### src/rtl/stopwatch_pkg.sv
// stopwatch_pkg: shared state encoding for the stopwatch control FSM
package stopwatch_pkg;
  localparam int STATE_W = 3;
  typedef enum logic [STATE_W-1:0] {
    ST_IDLE  = 3'd0,
    ST_RUN   = 3'd1,
    ST_LAP   = 3'd2,
    ST_PAUSE = 3'd3,
    ST_OVF   = 3'd4
  } state_e;
endpackage

### src/rtl/stopwatch_ctrl_btn_edge.sv
// btn_edge: rising-edge pulse from a debounced level; prev resets high so a held button is not an event
module btn_edge (
  input  logic clk,
  input  logic rst,
  input  logic btn,
  output logic evt
);
  logic prev_q, prev_d;
  always_comb prev_d = btn;
  always_ff @(posedge clk) prev_q <= rst ? 1'b1 : prev_d;
  assign evt = btn & ~prev_q;
endmodule

### src/rtl/stopwatch_ctrl.sv
// stopwatch_ctrl: button-driven run/pause/lap/clear FSM with tick prescaler and overflow halt
module stopwatch_ctrl
  import stopwatch_pkg::*;
#(
  parameter int CLK_HZ  = 100000000,
  parameter int TICK_HZ = 100
) (
  input  logic               clk,
  input  logic               Reset,
  input  logic               start_stop_btn,
  input  logic               clear_btn,
  input  logic               lap_btn,
  input  logic               chain_max,
  output logic               tick_en,
  output logic               chain_reset,
  output logic               freeze,
  output logic               running,
  output logic               overflow,
  output logic [STATE_W-1:0] state
);
  localparam int PRESCALE = CLK_HZ / TICK_HZ;
  localparam int PW = $clog2(PRESCALE);
  logic ev_ss, ev_clr, ev_lap;
  logic act, tc;
  state_e state_q, state_d;
  logic [PW-1:0] presc_q, presc_d;
  logic tick_q, tick_d, cr_q, cr_d, frz_q, frz_d, run_q, run_d, ovf_q, ovf_d;
  btn_edge u_ss (.clk(clk), .rst(Reset), .btn(start_stop_btn), .evt(ev_ss));
  btn_edge u_clr (.clk(clk), .rst(Reset), .btn(clear_btn), .evt(ev_clr));
  btn_edge u_lap (.clk(clk), .rst(Reset), .btn(lap_btn), .evt(ev_lap));
  always_comb begin
    act = (state_q == ST_RUN) || (state_q == ST_LAP);
    tc = act && (presc_q == PW'(PRESCALE - 1));
    state_d = state_q;
    cr_d = 1'b0;
    case (state_q)
      ST_IDLE: begin
        cr_d = ev_clr;
        state_d = (!ev_clr && ev_ss) ? ST_RUN : ST_IDLE;
      end
      // full-scale overflow outranks any same-cycle button event
      ST_RUN: state_d = (tc && chain_max) ? ST_OVF : ev_ss ? ST_PAUSE : ev_lap ? ST_LAP : ST_RUN;
      ST_LAP: state_d = (tc && chain_max) ? ST_OVF : ev_ss ? ST_PAUSE : ev_lap ? ST_RUN : ST_LAP;
      ST_PAUSE: begin
        cr_d = ev_clr;
        state_d = ev_clr ? ST_IDLE : ev_ss ? ST_RUN : ST_PAUSE;
      end
      ST_OVF: begin
        cr_d = ev_clr;
        state_d = ev_clr ? ST_IDLE : ST_OVF;
      end
      default: state_d = ST_IDLE;
    endcase
    tick_d = tc && !chain_max;
    presc_d = (state_d == ST_IDLE || tc) ? '0 : act ? presc_q + PW'(1) : presc_q;
    frz_d = state_d == ST_LAP;
    run_d = (state_d == ST_RUN) || (state_d == ST_LAP);
    ovf_d = state_d == ST_OVF;
  end
  always_ff @(posedge clk) begin
    if (Reset) begin
      state_q <= ST_IDLE;
      presc_q <= '0;
      tick_q  <= 1'b0;
      cr_q    <= 1'b0;
      frz_q   <= 1'b0;
      run_q   <= 1'b0;
      ovf_q   <= 1'b0;
    end else begin
      state_q <= state_d;
      presc_q <= presc_d;
      tick_q  <= tick_d;
      cr_q    <= cr_d;
      frz_q   <= frz_d;
      run_q   <= run_d;
      ovf_q   <= ovf_d;
    end
  end
  assign tick_en     = tick_q;
  assign chain_reset = cr_q;
  assign freeze      = frz_q;
  assign running     = run_q;
  assign overflow    = ovf_q;
  assign state       = state_q;
endmodule

### config.mk
export PLATFORM = sky130hd
export DESIGN_NAME = stopwatch_ctrl
export DESIGN_NICKNAME = d
export VERILOG_FILES = /design/src/rtl/stopwatch_pkg.sv /design/src/rtl/stopwatch_ctrl_btn_edge.sv /design/src/rtl/stopwatch_ctrl.sv
export SDC_FILE = /design/constraint.sdc
export NUM_CORES = 1
export LEC_CHECK = 0
export ABC_AREA = 1
export CAP_MARGIN = 10
export CELL_PAD_IN_SITES_DETAIL_PLACEMENT = 1
export CELL_PAD_IN_SITES_GLOBAL_PLACEMENT = 1
export CORE_ASPECT_RATIO = 1.5
export CORE_MARGIN = 5
export CORE_UTILIZATION = 44
export CTS_CLUSTER_DIAMETER = 120
export DETAILED_ROUTE_END_ITERATION = 6
export GPL_ROUTABILITY_DRIVEN = 0
export PLACE_DENSITY_LB_ADDON = 0.25
export SLEW_MARGIN = 40
export SYNTH_ARGS = -nofsm -noshare
export SYNTH_HDL_FRONTEND = slang
export SYNTH_SLANG_ARGS = --single-unit
export TNS_END_PERCENT = 5
### constraint.sdc
create_clock -name clk -period 3.5 [get_ports clk]
set_input_delay 0.35 -clock clk [delete_from_list [all_inputs] [get_ports clk]]
set_output_delay 0.35 -clock clk [all_outputs]
set_load 0.005 [all_outputs]
-- Word level (Yosys, flattened, before mapping)
Index checks and enable logic that the tools add are counted.
- register bits after elaboration: 31
- input port bits: 6
- output and inout bits: 8
- word-level logic and storage cells: 51
- add/subtract/negate cells: 1
- eq/ne operators: 8
- muxes and demuxes: 11
- bitwise gates (word level): 7
- reductions and logical operators: 14
- operators by type and width (operator ; number):
    adder 20 x 1 -> 20 bit (second input constant) ; 1
    equality test 20 bit (second input constant) ; 1
    case mux 3 bit (5 select lines) ; 1
    2-to-1 mux 2 bit ; 6
    equality test 3 x 2 -> 1 bit (second input constant) ; 3
    2-to-1 mux 3 bit ; 3
    equality test 3 x 1 -> 1 bit (second input constant) ; 2
    equality test 3 bit (second input constant) ; 2
    logical NOT 3 bit ; 2
    logical AND 1 bit ; 4
    inverter 1 bit ; 4
    OR reduction 2 bit ; 2
    AND 1 bit ; 3
    logical OR 1 bit ; 3
    OR reduction 3 bit ; 1
    logical NOT 1 bit ; 2
    2-to-1 mux 1 bit ; 1

-- Depth between registers and ports, before layout
Gate-level depths: netlist of run 1.
- depth in word-level cells: 9
- depth in mapped cells: 13
- gate-level depth less buffers: 12

-- Modules after synthesis
A second synthesis of run 1 with hierarchy kept.
- cells, all modules: 209
- area total of the unflattened synthesis: 1542.7 µm²
- by module, submodules not included (module ; times used ; cells an instance ; area each (µm²) ; sequential area each (µm²)):
    stopwatch_ctrl ; 1 ; 194 ; 1430.1 ; 560.5
    btn_edge ; 3 ; 5 ; 37.5 ; 20.0

-- Worst setup path after synthesis of run 1
No wires, ideal clock.
- kind: reg2reg
- start: register presc_q[0]
- end: register presc_q[1]
- library setup time: 117 ps
- arrival time: 1619 ps
- required time: 3383 ps
- slack: 1764 ps
- cell stages (with the launch flop): 14
- buffers on the path: 1
- clock period less this slack: 1736 ps
- path through: dfxtp_1 ha_1 inv_2 nor2_1 nand3_1 nor2_2 nand3_2 nand3_1 inv_1 nor2_2 nand3_1 nand2_2 buf_6 nor2_2
- cells in the longest elaborated chain, start to end: 8
- elaborated cells on any way between the ends: 10
- those cells by class: add/sub: 1; eq/ne: 1; mux: 3; reduce/logical: 5
- ends and longest elaborated chain (item ; RTL line ; text):
    from (decl) ; stopwatch_ctrl.sv:26 ; logic [PW-1:0] presc_q, presc_d;
    from (signal assigned) ; stopwatch_ctrl.sv:71 ; presc_q <= presc_d;
    equality test 20 bit ; stopwatch_ctrl.sv:33 ; tc = act && (presc_q == PW'(PRESCALE - 1));
    logical AND 1 bit ; stopwatch_ctrl.sv:33 ;
    logical AND 1 bit ; stopwatch_ctrl.sv:42, stopwatch_ctrl.sv:43 ;
    2-to-1 mux 3 bit, on equally long branches ; stopwatch_ctrl.sv:43, stopwatch_ctrl.sv:42 ;
    case mux 3 bit (5 select lines) ; stopwatch_ctrl.sv:36 ; case (state_q)
    logical NOT 3 bit ; stopwatch_ctrl.sv:55 ; presc_d = (state_d == ST_IDLE || tc) ? '0 : act ? presc_q + PW'(1) : presc_q;
    logical OR 1 bit ; stopwatch_ctrl.sv:55 ;
    OR reduction 2 bit (no source line) ; n/a ;
Parallel ways exist; a longest one is shown, timed or not.
A chain may end at the register's enable or synchronous reset.

-- Worst setup path after layout of run 1
- start: register presc_q[1]
- end: register presc_q[13]
Same word-level chain as after synthesis.

==> results_dict.tcl, run 1 <==
set metrics [dict create \
    hold_viol_final 0 \
    wl_um 3820 \
    yosys_warnings 0 \
    chipWidth_um 60.0 \
    reg2reg_depth 12 \
    cts_tree "yes" \
    drtAntennaViolNets 0 \
    worstPathCellList "ha_1 > inv_2 > nor2_1 > nand3_1 > nor2_2 > nand3_2 > nand3_1 > inv_1 > nor2_2 > nand3_1 > nand2_2 > nor2_1" \
    io_buffer_count 13 \
    max_slew_margin_pct 66.8 \
    rsz0062_at_grt "false" \
    antenna_found_initial 0 \
    dieArea_mm2 0.00509 \
    grt_pass1_wl_um 6770 \
    critPathArrivalTime_ns 2.39 \
    pwr_density_cell_mw_per_mm2 365 \
    syn_nets 236 \
    ioPinCount 14 \
    postSynthCellCount 229 \
    maxCapViolations 0 \
    fillers 489 \
    worstPathRequired_ns 3.65 \
    drcViolationCount 0 \
    num_vias 1416 \
    synth_top_area_share_pct 37.7 \
    peakVddDrop_v 0.000203 \
    synth_seq_cells 31 \
    finalSetupTns_ns 0 \
    p_leak_nw 0.740 \
    clockBufferDepth 2 \
    core-area_mm2 0.00365 \
    place.detailed.hpwl_um 3040 \
    hp-class "reg2reg" \
    crit_top_cell "nand3_1" \
    slowest_delay_ns 0.40 \
    status "finished clean" \
    seq_area_frac_synth_pct 37.7 \
    diodes 0 \
    row_count 27 \
    synthDistinctLibCells 24 \
    max_freq_ghz 0.446 \
    htree_levels 2 \
    dr_wl_met3_um 100 \
    cp_max_fo 20 \
    synth_area_leaders "dfxtp_1 38%, xor2_1 8.5%, nand2_1 8.4%, nor2_1 8.4%, inv_1 7.8%" \
    wl_met1_um 1420 \
    drt-pass1-iter-count 4 \
    clock-sinks 31 \
    syn_avg_cell_area_um2 7.19 \
    cts_resized 0 \
    overflow 0 \
    met2_length_um 2220 \
    cts_setup_buffers 0 \
    vias_per_cell 4.92 \
    min_path_cells 3 \
    die_y_um 84.9 \
    drt-initial-drc-count 19 \
    grt_pass1_vias 1537 \
    cts_hold_buf 0 \
    layout_min_cycle_time_ns 2.24 \
    fin_nets 252 \
    stdcell_count 288 \
    synth_area_mm2 0.00165 \
    drive_gt1_share_pct 14.3 \
    cp-end-kind "register" \
    maxSlewViolCount 0 \
    fin_crit_sh_pct 64.1 \
    grt_usage_pct 17.5 \
    clockRootBuffer "clkbuf_8" \
    setup_violations 0 \
    dp.cells 281 \
    layout-area-overhead-vs-synth_pct 14.2 \
    crit_slowest_cell "nand2_2" \
    numCtsBuffers 5 \
    start_util_pct 45.1 \
    dr.max_layer_used "met4" \
    skew_ns 0.00180 \
    clk_latency_ns 0.28 \
    start_kind "register" \
    yosysTopAreaCell "dfxtp_1" \
    path_clk_slew_ns 0.06 \
    wl_per_cell_um 13.3 \
    tightestPinTransition_ns 0.496 \
    grt_max_degree 21 \
    critPathKind "reg2reg" \
]
[cells in the final DEF, fill, tap and decap left out]
master,netlist,layout
nand2_2,4,4
o21ai_1,1,1
xor2_1,16,16
nand3_2,2,2
or2_2,1,1
ha_1,1,1
inv_1,34,34
clkbuf_8,0,6
o21ai_0,3,3
nor3_1,8,8
a21oi_1,6,6
clkinv_2,0,1
nor2_1,37,37
nand3b_4,1,1
xnor2_1,3,3
nand2_1,37,37
clkdlybuf4s50_1,0,13
nor4_1,2,2
nor2_4,2,2
dfxtp_1,31,31
nand3_1,13,13
inv_2,2,2
nor2_2,16,16
mux2i_1,1,1
nand4_1,4,4
[state kept, by name, indices dropped and copies added, names as in the netlist]
signal        cells
u_ss.prev_q       1
overflow          1
freeze            1
u_lap.prev_q      1
tick_en           1
chain_reset       1
presc_q          20
u_clr.prev_q      1
running           1
state             3
[synthesized netlist by cell type]
library cell  number
dfxtp_1           31
nor2_4             2
nand4_1            4
o21ai_1            1
inv_2              2
nand3b_4           1
xor2_1            16
nor2_2            16
nor4_1             2
nor2_1            37
a21oi_1            6
nor3_1             8
ha_1               1
or2_2              1
nand2_2            4
clkbuf_1           1
o21ai_0            3
mux2i_1            1
nand3_2            2
inv_1             34
buf_6              3
xnor2_1            3
nand2_1           37
nand3_1           13
[layer usage]
layer,up-vias,GRT usage (%)
li1,731,-
met1,661,16.7
met2,16,33.5
met3,8,4.87
met4,0,6.85
met5,-,0
[cells by family (layout without fill, tap and decap cells)]
| logic type | Yosys count | after routing | share of synthesized area [%] |
|---|---|---|---|
| XOR/XNOR | 19 | 19 | 10.1 |
| AO/OA/AOI/OAI | 10 | 10 | 3.04 |
| adder cells (fa/ha/maj) | 1 | 1 | 0.760 |
| buffers and inverters | 40 | 56 | 10.5 |
| AND/OR/NAND/NOR | 127 | 127 | 37.3 |
| flip-flops | 31 | 31 | 37.7 |
| multiplexers | 1 | 1 | 0.608 |
[worst max-delay path: cells and delay by family, from the launching register on]
| family | cells | cell delay (ns) |
|---|---|---|
| flip-flops | 1 | 0.36 |
| adder cells (fa/ha/maj) | 1 | 0.27 |
| AND/OR/NAND/NOR | 9 | 1.33 |
| buffers and inverters | 2 | 0.14 |
[power by group]
group	leakage [nW]	switching, W	internal (W)
clock network	0.0470	0.000127	0.000154
logic	0.442	0.0000276	0.0000170
registers	0.251	0.00000241	0.000357
[stage by stage]
stage	total power [W]	setup WS, ns	util [%]	instance area, um2	hold WS (ns)
global route	0.000719	1.01	51.5	1880	0.611
floorplan	0.000400	1.76	-	1650	0.427
global placement	0.000413	1.29	49.1	1790	0.519
detailed placement	0.000413	1.19	49.1	1790	0.530
CTS	0.000701	1.22	51.5	1880	0.540
finish	0.000685	1.26	51.5	1880	0.535
[cell type report]
| cell class | instances | area, um2 | share of cell area (%) |
|---|---|---|---|
| Inverter | 36 | 135 | 7.19 |
| Sequential cell | 31 | 621 | 33.0 |
| Clock inverter | 1 | 5.00 | 0.266 |
| Multi-Input combinational cell | 158 | 853 | 45.4 |
| Clock buffer | 6 | 82.6 | 4.39 |
| Timing Repair Buffer | 13 | 130 | 6.92 |
| Tap cell | 43 | 53.8 | 2.86 |
[path summary, 6_finish.rpt]
check,slack (ns),end,startpoint
hold reg to reg,0.54,chain_reset$_SDFF_PP0_,u_clr.prev_q$_SDFF_PP1_
setup reg to reg,1.26,presc_q[13]$_SDFFE_PP0P_,presc_q[1]$_SDFFE_PP0P_
setup / recovery,1.26,presc_q[13]$_SDFFE_PP0P_,presc_q[1]$_SDFFE_PP0P_
hold / removal,0.54,chain_reset$_SDFF_PP0_,u_clr.prev_q$_SDFF_PP1_
No activity file was read; power rests on OpenSTA's default activity.
==> inputs of run 2 (changes only) <==
--- a/config.mk
+++ b/config.mk
@@ -11,7 +11,7 @@
 export CELL_PAD_IN_SITES_GLOBAL_PLACEMENT = 1
 export CORE_ASPECT_RATIO = 1.5
 export CORE_MARGIN = 5
-export CORE_UTILIZATION = 44
+export CORE_UTILIZATION = 37
 export CTS_CLUSTER_DIAMETER = 120
 export DETAILED_ROUTE_END_ITERATION = 6
 export GPL_ROUTABILITY_DRIVEN = 0
==> constraint.sdc (replaced) <==
create_clock -name clk -period 1.8 [get_ports clk]
set_input_delay 0.18 -clock clk [delete_from_list [all_inputs] [get_ports clk]]
set_output_delay 0.18 -clock clk [all_outputs]
set_load 0.005 [all_outputs]
==> run 2 against run 1 <==
Against the previous run:
- the flow now finishes with violations (setup timing)
- non-clock buffer count increased by 36
- clock-buffer cell count increased by 2
- critical path depth increased by 1
- sequential share of layout area decreased by 5.7 points
- register-to-register slack got worse by 1.3 ns
- worst hold slack got worse by 0.090 ns
- critical endpoint is now presc_q[12]$_SDFFE_PP0P_
- die area increased by 16%
- sequential power increased by 94%
- clock skew increased by 0.0096 ns
==> results_dict.tcl, run 2 (same netlist as run 1, synthesis figures left out) <==
set metrics [dict create \
    grt_pass1_wl_um 7770 \
    grt_max_degree 11 \
    power_w 0.00147 \
    finalSetupTns_ns -0.0183 \
    post-place-ws_ns -0.133 \
    num_vias 1585 \
    max_freq_ghz 0.554 \
    fin_crit_sh_pct 100 \
    use_met1_pct 17.3 \
    diodes 0 \
    hold_slack_ns 0.445 \
    fin_nets 288 \
    dieArea_mm2 0.00591 \
    layout_min_cycle_time_ns 1.81 \
    finish.instance_area_mm2 0.00229 \
    min-delay-start "start_stop_btn" \
    drt-initial-drc-count 58 \
    row_count 29 \
    grt_use_met3_pct 2.81 \
    grtUsageMet2_pct 33.1 \
    start_kind "register" \
    drt-pass1-iter-count 4 \
    drcViolationCount 0 \
    hold_viol_final 0 \
    htree_levels 2 \
    clk_latency_ns 0.30 \
    core-area_mm2 0.00428 \
    path_clk_slew_ns 0.07 \
    final_common_cell "nor2_1" \
    vias_per_cell 4.83 \
    hold-path-endpoint "u_ss.prev_q$_SDFF_PP1_" \
    chipWidth_um 64.5 \
    grt_usage_pct 17.4 \
    clockRootBuffer "clkbuf_8" \
    critPathArrivalTime_ns 2.00 \
    overflow 0 \
    start_util_pct 38.5 \
    critPathKind "reg2reg" \
    grt_pass1_vias 1743 \
    final_cell_mix "35 x nor2_1, 32 x inv_1, 31 x nand2_1, 31 x buf_4, 28 x dfxtp_1" \
    tightestPinTransition_ns 0.373 \
    worstPathRequired_ns 1.99 \
    r2r_slack_ns -0.006 \
    ioPinCount 14 \
    place.detailed.hpwl_um 3610 \
    cp_max_fo 10 \
    setup_ws_ns -0.00572 \
    layout-area-overhead-vs-synth_pct 39.1 \
    reg2reg_depth 13 \
    maxCapViolations 0 \
    pwr_density_cell_mw_per_mm2 640 \
    cts_hold_buf 0 \
    rsz0062_at_grt "true" \
    top_register "presc_q" \
    hp-class "in2reg" \
    r2r-start "presc_q[0]$_SDFFE_PP0P_" \
    wl_per_cell_um 14.6 \
    dpl_cell_area_mm2 0.00204 \
    die_y_um 91.7 \
    setup_violations 5 \
    antenna_found_initial 0 \
    reg2reg_to "presc_q[12]$_SDFFE_PP0P_" \
    violations "setup timing" \
    drive_gt1_share_pct 32.3 \
    largest_reg_flops 20 \
    min_path_cells 3 \
    top_usage_layer "met2" \
    clock-sinks 31 \
    clockBufferDepth 2 \
    maxSlewViolCount 0 \
    numCtsBuffers 5 \
    p_leak_nw 0.945 \
    max_slew_margin_pct 74.9 \
    peakVddDrop_v 0.000507 \
    status "finished, violations left" \
    cp-end-kind "register" \
    io_buffer_count 13 \
    cts_tree "yes" \
    skew_ns 0.0114 \
    drtAntennaViolNets 0 \
    wl_um 4800 \
]
[run 2: power breakdown]
part | internal (W) | total [W] | switching (W) | leakage, nW
Clock | 0.000349 | 0.000628 | 0.000279 | 0.0515
Combinational | 0.0000659 | 0.000140 | 0.0000738 | 0.642
Sequential | 0.000695 | 0.000699 | 0.00000409 | 0.252
[run 2: worst max-delay path by stage]
stage / start / to / slack, ns / cells past startpoint
finish: presc_q[0]$_SDFFE_PP0P_ / presc_q[12]$_SDFFE_PP0P_ / -0.006 / 13
CTS: presc_q[1]$_SDFFE_PP0P_ / presc_q[1]$_SDFFE_PP0P_ / -0.06 / 14
global placement: clear_btn / presc_q[9]$_SDFFE_PP0P_ / -0.1 / 11
global route: presc_q[0]$_SDFFE_PP0P_ / presc_q[12]$_SDFFE_PP0P_ / -0.14 / 13
floorplan: presc_q[0]$_SDFFE_PP0P_ / presc_q[1]$_SDFFE_PP0P_ / 0.06 / 13
detailed placement: clear_btn / presc_q[8]$_SDFFE_PP0P_ / -0.13 / 11
[run 2: critical path, cell delays in order, from the launching register on]
cell	delay (ns)
dfxtp_2	0.36
ha_4	0.15
inv_4	0.04
nor2_4	0.10
nand3_2	0.09
nor2_4	0.15
nand3_4	0.11
nand3_2	0.11
nand2_2	0.07
nor2_4	0.12
nand3_2	0.09
nand2_4	0.10
buf_8	0.14
nor2_1	0.05
[run 2: repair_timing]
action / in CTS / in global routing
endpoints found under the setup margin: 22 / 23
pin swaps: 8 / 11
resized for setup: 20 / 15
cloned: 1 / 0
buffers inserted: 6 / 3
[run 2: routing by layer]
| metal | wire [um] | up-vias |
|---|---|---|
| li1 | - | 804 |
| met1 | 1850 | 752 |
| met2 | 2690 | 17 |
| met3 | 98 | 12 |
| met4 | 159 | 0 |
| met5 | 0 | - |
[run 2: final cells by class]
cell class / instances / area (um2)
fill: 538 / 1990
multi-input combinational: 158 / 947
sequential: 31 / 624
timing repair buffer: 49 / 423
inverter: 36 / 138
clock buffer: 8 / 100
tap: 46 / 57.6
[run 2: through the flow]
stage | util (%) | std cells
after floorplan | - | 229
after global placement | 47.6 | 313
after detailed placement | 47.6 | 313
after CTS | 52.6 | 327
after global routing | 53.5 | 328
final | 53.5 | 328
==> inputs of run 3 (changes only) <==
--- a/config.mk
+++ b/config.mk
@@ -11,11 +11,13 @@
 export CELL_PAD_IN_SITES_GLOBAL_PLACEMENT = 1
 export CORE_ASPECT_RATIO = 1.5
 export CORE_MARGIN = 5
-export CORE_UTILIZATION = 37
+export CORE_UTILIZATION = 41
 export CTS_CLUSTER_DIAMETER = 120
 export DETAILED_ROUTE_END_ITERATION = 6
+export DONT_BUFFER_PORTS = 1
 export GPL_ROUTABILITY_DRIVEN = 0
-export PLACE_DENSITY_LB_ADDON = 0.25
+export GPL_TIMING_DRIVEN = 0
+export PLACE_DENSITY_LB_ADDON = 0.1
 export SLEW_MARGIN = 40
 export SYNTH_ARGS = -nofsm -noshare
 export SYNTH_HDL_FRONTEND = slang
==> run 3 against run 2 <==
Against the previous run:
- the run still ends with setup timing left
- total power shrank 4.8%
- critical path depth shrank 2
- fmax shrank 2.2%
- sequential power is essentially flat
- worst hold slack lost 0.19 ns
- clock-buffer cell count shrank 3
- wire length shrank 6.9%
- critical path type is now in2reg
- highest routed layer unchanged
==> results_dict.tcl, run 3 (same netlist as run 1, synthesis figures left out) <==
set metrics [dict create \
    core-area_mm2 0.00392 \
    layout-area-overhead-vs-synth_pct 29.3 \
    slowest_delay_ns 0.53 \
    cts_tree "yes" \
    final_common_cell "nor2_1" \
    cp_max_fo 5 \
    grt_pass1_vias 1602 \
    start_kind "input pin" \
    skew_ns 0.00763 \
    drt-initial-drc-count 37 \
    wl_per_cell_um 14.8 \
    min_path_cells 2 \
    layout_min_cycle_time_ns 1.85 \
    antenna_found_initial 0 \
    drcViolationCount 0 \
    die_y_um 87.6 \
    io_buffer_count 0 \
    violations "setup timing" \
    vias_per_cell 4.95 \
    crit_slowest_cell "dlygate4sd3_1" \
    rsz0062_at_grt "true" \
    wl_um 4470 \
    power_frac_comb_pct 10.4 \
    maxCapViolations 0 \
    diodes 0 \
    drive_gt1_share_pct 33.6 \
    dpl_cell_area_mm2 0.00170 \
    start_util_pct 42.0 \
    top_register "presc_q" \
    grt_max_degree 12 \
    max_freq_ghz 0.541 \
    path_buf_inv 3 \
    numCtsBuffers 5 \
    status "finished, violations left" \
    clock-sinks 31 \
    worstPathCellList "dlygate4sd3_1 > inv_1 > nor2_1 > nor2_1 > a21oi_1 > nand2_2 > nor2_4 > nand3_2 > nand2_4 > buf_6 > nor2_1" \
    row_count 28 \
    reg2reg_depth 13 \
    hp-class "in2reg" \
    dieArea_mm2 0.00541 \
    finalSetupTns_ns -0.569 \
    clk_latency_ns 0.29 \
    p_leak_nw 0.831 \
    hold_viol_final 0 \
    timing.critical_path.max_delay_family "simple AND/OR/NAND/NOR gates" \
    worstPathRequired_ns 1.98 \
    dr_wl_met3_um 132 \
    max_slew_margin_pct 73.0 \
    p_sw_w 0.000367 \
    peakVddDrop_v 0.000508 \
    finish.instance_area_mm2 0.00213 \
    final_cell_mix "33 x nor2_1, 32 x nand2_1, 29 x inv_1, 21 x dfxtp_1" \
    pwr_density_cell_mw_per_mm2 655 \
    ioPinCount 14 \
    maxSlewViolCount 0 \
    critPathArrivalTime_ns 2.03 \
    min-delay-start "Reset" \
    hold-path-endpoint "overflow$_SDFF_PP0_" \
    swShare_pct 26.3 \
    fin_nets 262 \
    drtAntennaViolNets 0 \
    overflow 0 \
    dr.max_layer_used "met4" \
    r2r_slack_ns -0.04 \
    setup_violations 20 \
    htree_levels 2 \
    fin_crit_sh_pct 103 \
    share_seq_of_total_power_pct 50.1 \
    grt_pass1_wl_um 7310 \
    num_vias 1489 \
    clkPwrFrac_pct 39.5 \
    place.detailed.hpwl_um 3100 \
    cp-end-kind "register" \
    r2r-start "presc_q[0]$_SDFFE_PP0P_" \
    chipWidth_um 61.7 \
    intPower_w 0.00103 \
    clockBufferDepth 2 \
    path_clk_slew_ns 0.07 \
    wl_met1_um 1730 \
    grt_usage_pct 18.6 \
    crit_top_cell "nor2_1" \
    tightestPinTransition_ns 0.405 \
    setup_ws_ns -0.0469 \
    drt-pass1-iter-count 4 \
    reg2reg_to "presc_q[14]$_SDFFE_PP0P_" \
    critPathKind "in2reg" \
    met2_length_um 2470 \
    clockRootBuffer "clkbuf_8" \
    largest_reg_flops 20 \
]
-- run 3: changes by cell type in the layout (fill, tap and decap cells not counted), moves of 3 or more --
| cell | previous run | this run |
|---|---|---|
| dfxtp_2 | 3 | 9 |
| clkdlybuf4s50_1 | 13 | 0 |
| nand2_2 | 9 | 6 |
| inv_1 | 32 | 29 |
| dlygate4sd3_1 | 0 | 4 |
| buf_4 | 31 | 10 |
| dfxtp_1 | 28 | 21 |
-- run 3: worst max path at each step --
| stage | start | to | slack [ns] | depth (start not counted) |
|---|---|---|---|---|
| after global routing | presc_q[7]$_SDFFE_PP0P_ | presc_q[13]$_SDFFE_PP0P_ | -0.16 | 12 |
| after detailed placement | presc_q[0]$_SDFFE_PP0P_ | presc_q[7]$_SDFFE_PP0P_ | -0.25 | 13 |
| final | clear_btn | presc_q[14]$_SDFFE_PP0P_ | -0.05 | 11 |
| after global placement | presc_q[0]$_SDFFE_PP0P_ | presc_q[1]$_SDFFE_PP0P_ | -0.21 | 13 |
| after CTS | presc_q[1]$_SDFFE_PP0P_ | presc_q[16]$_SDFFE_PP0P_ | -0.06 | 13 |
| after floorplan | presc_q[0]$_SDFFE_PP0P_ | presc_q[1]$_SDFFE_PP0P_ | 0.06 | 13 |
-- run 3: worst reg2reg max path: stages (launching register included) --
cell     delay, ns
dfxtp_2       0.36
ha_4          0.15
inv_4         0.04
nor2_4        0.07
nand3_2       0.09
nor2_4        0.16
nand3_4       0.12
nand3_2       0.10
nand2_2       0.06
nor2_4        0.11
nand3_2       0.12
nand2_4       0.17
buf_6         0.15
nor2_1        0.04
-- run 3: power by group through the flow --
stage | registers [W] | logic (W) | clock network (W)
after floorplan | 0.000714 | 0.0000636 | 0
after global placement | 0.000716 | 0.0000785 | 0
after detailed placement | 0.000716 | 0.0000809 | 0
after CTS | 0.000700 | 0.000137 | 0.000558
after global routing | 0.000701 | 0.000155 | 0.000605
final | 0.000700 | 0.000145 | 0.000551
-- run 3: stage by stage --
step	setup slack (ns)	hold WS (ns)	total power [W]	utilization, %	instances
global route	-0.160	0.269	0.00146	54.3	301
CTS	-0.0581	0.242	0.00139	52.6	300
detailed placement	-0.253	0.279	0.000797	43.4	274
global placement	-0.214	0.277	0.000794	43.4	274
floorplan	0.0644	0.257	0.000778	-	229
finish	-0.0469	0.253	0.00140	54.3	301
-- run 3: layout make-up --
| type | instances | area (um2) |
|---|---|---|
| tap | 45 | 56.3 |
| multi-input combinational | 158 | 980 |
| timing repair buffer | 19 | 188 |
| clock inverter | 3 | 20.0 |
| clock buffer | 5 | 68.8 |
| fill | 488 | 1790 |
| buffer | 4 | 41.3 |
| sequential | 31 | 636 |
| inverter | 36 | 140 |
-- run 3: repair_timing --
action | CTS | global route
setup endpoints to repair | 22 | 23
cloned | 2 | 0
hold buffers | 4 | 0
pin swaps | 13 | 7
buffers inserted | 13 | 1
resized for setup | 31 | 22
hold endpoints to repair | 4 | 0
-- run 3: per-layer routing --
metal / vias to the layer above / GRT usage (%)
li1: 751 / -
met3: 12 / 4.57
met2: 20 / 34.2
met4: 0 / 8.49
met5: - / 0
met1: 706 / 18.7
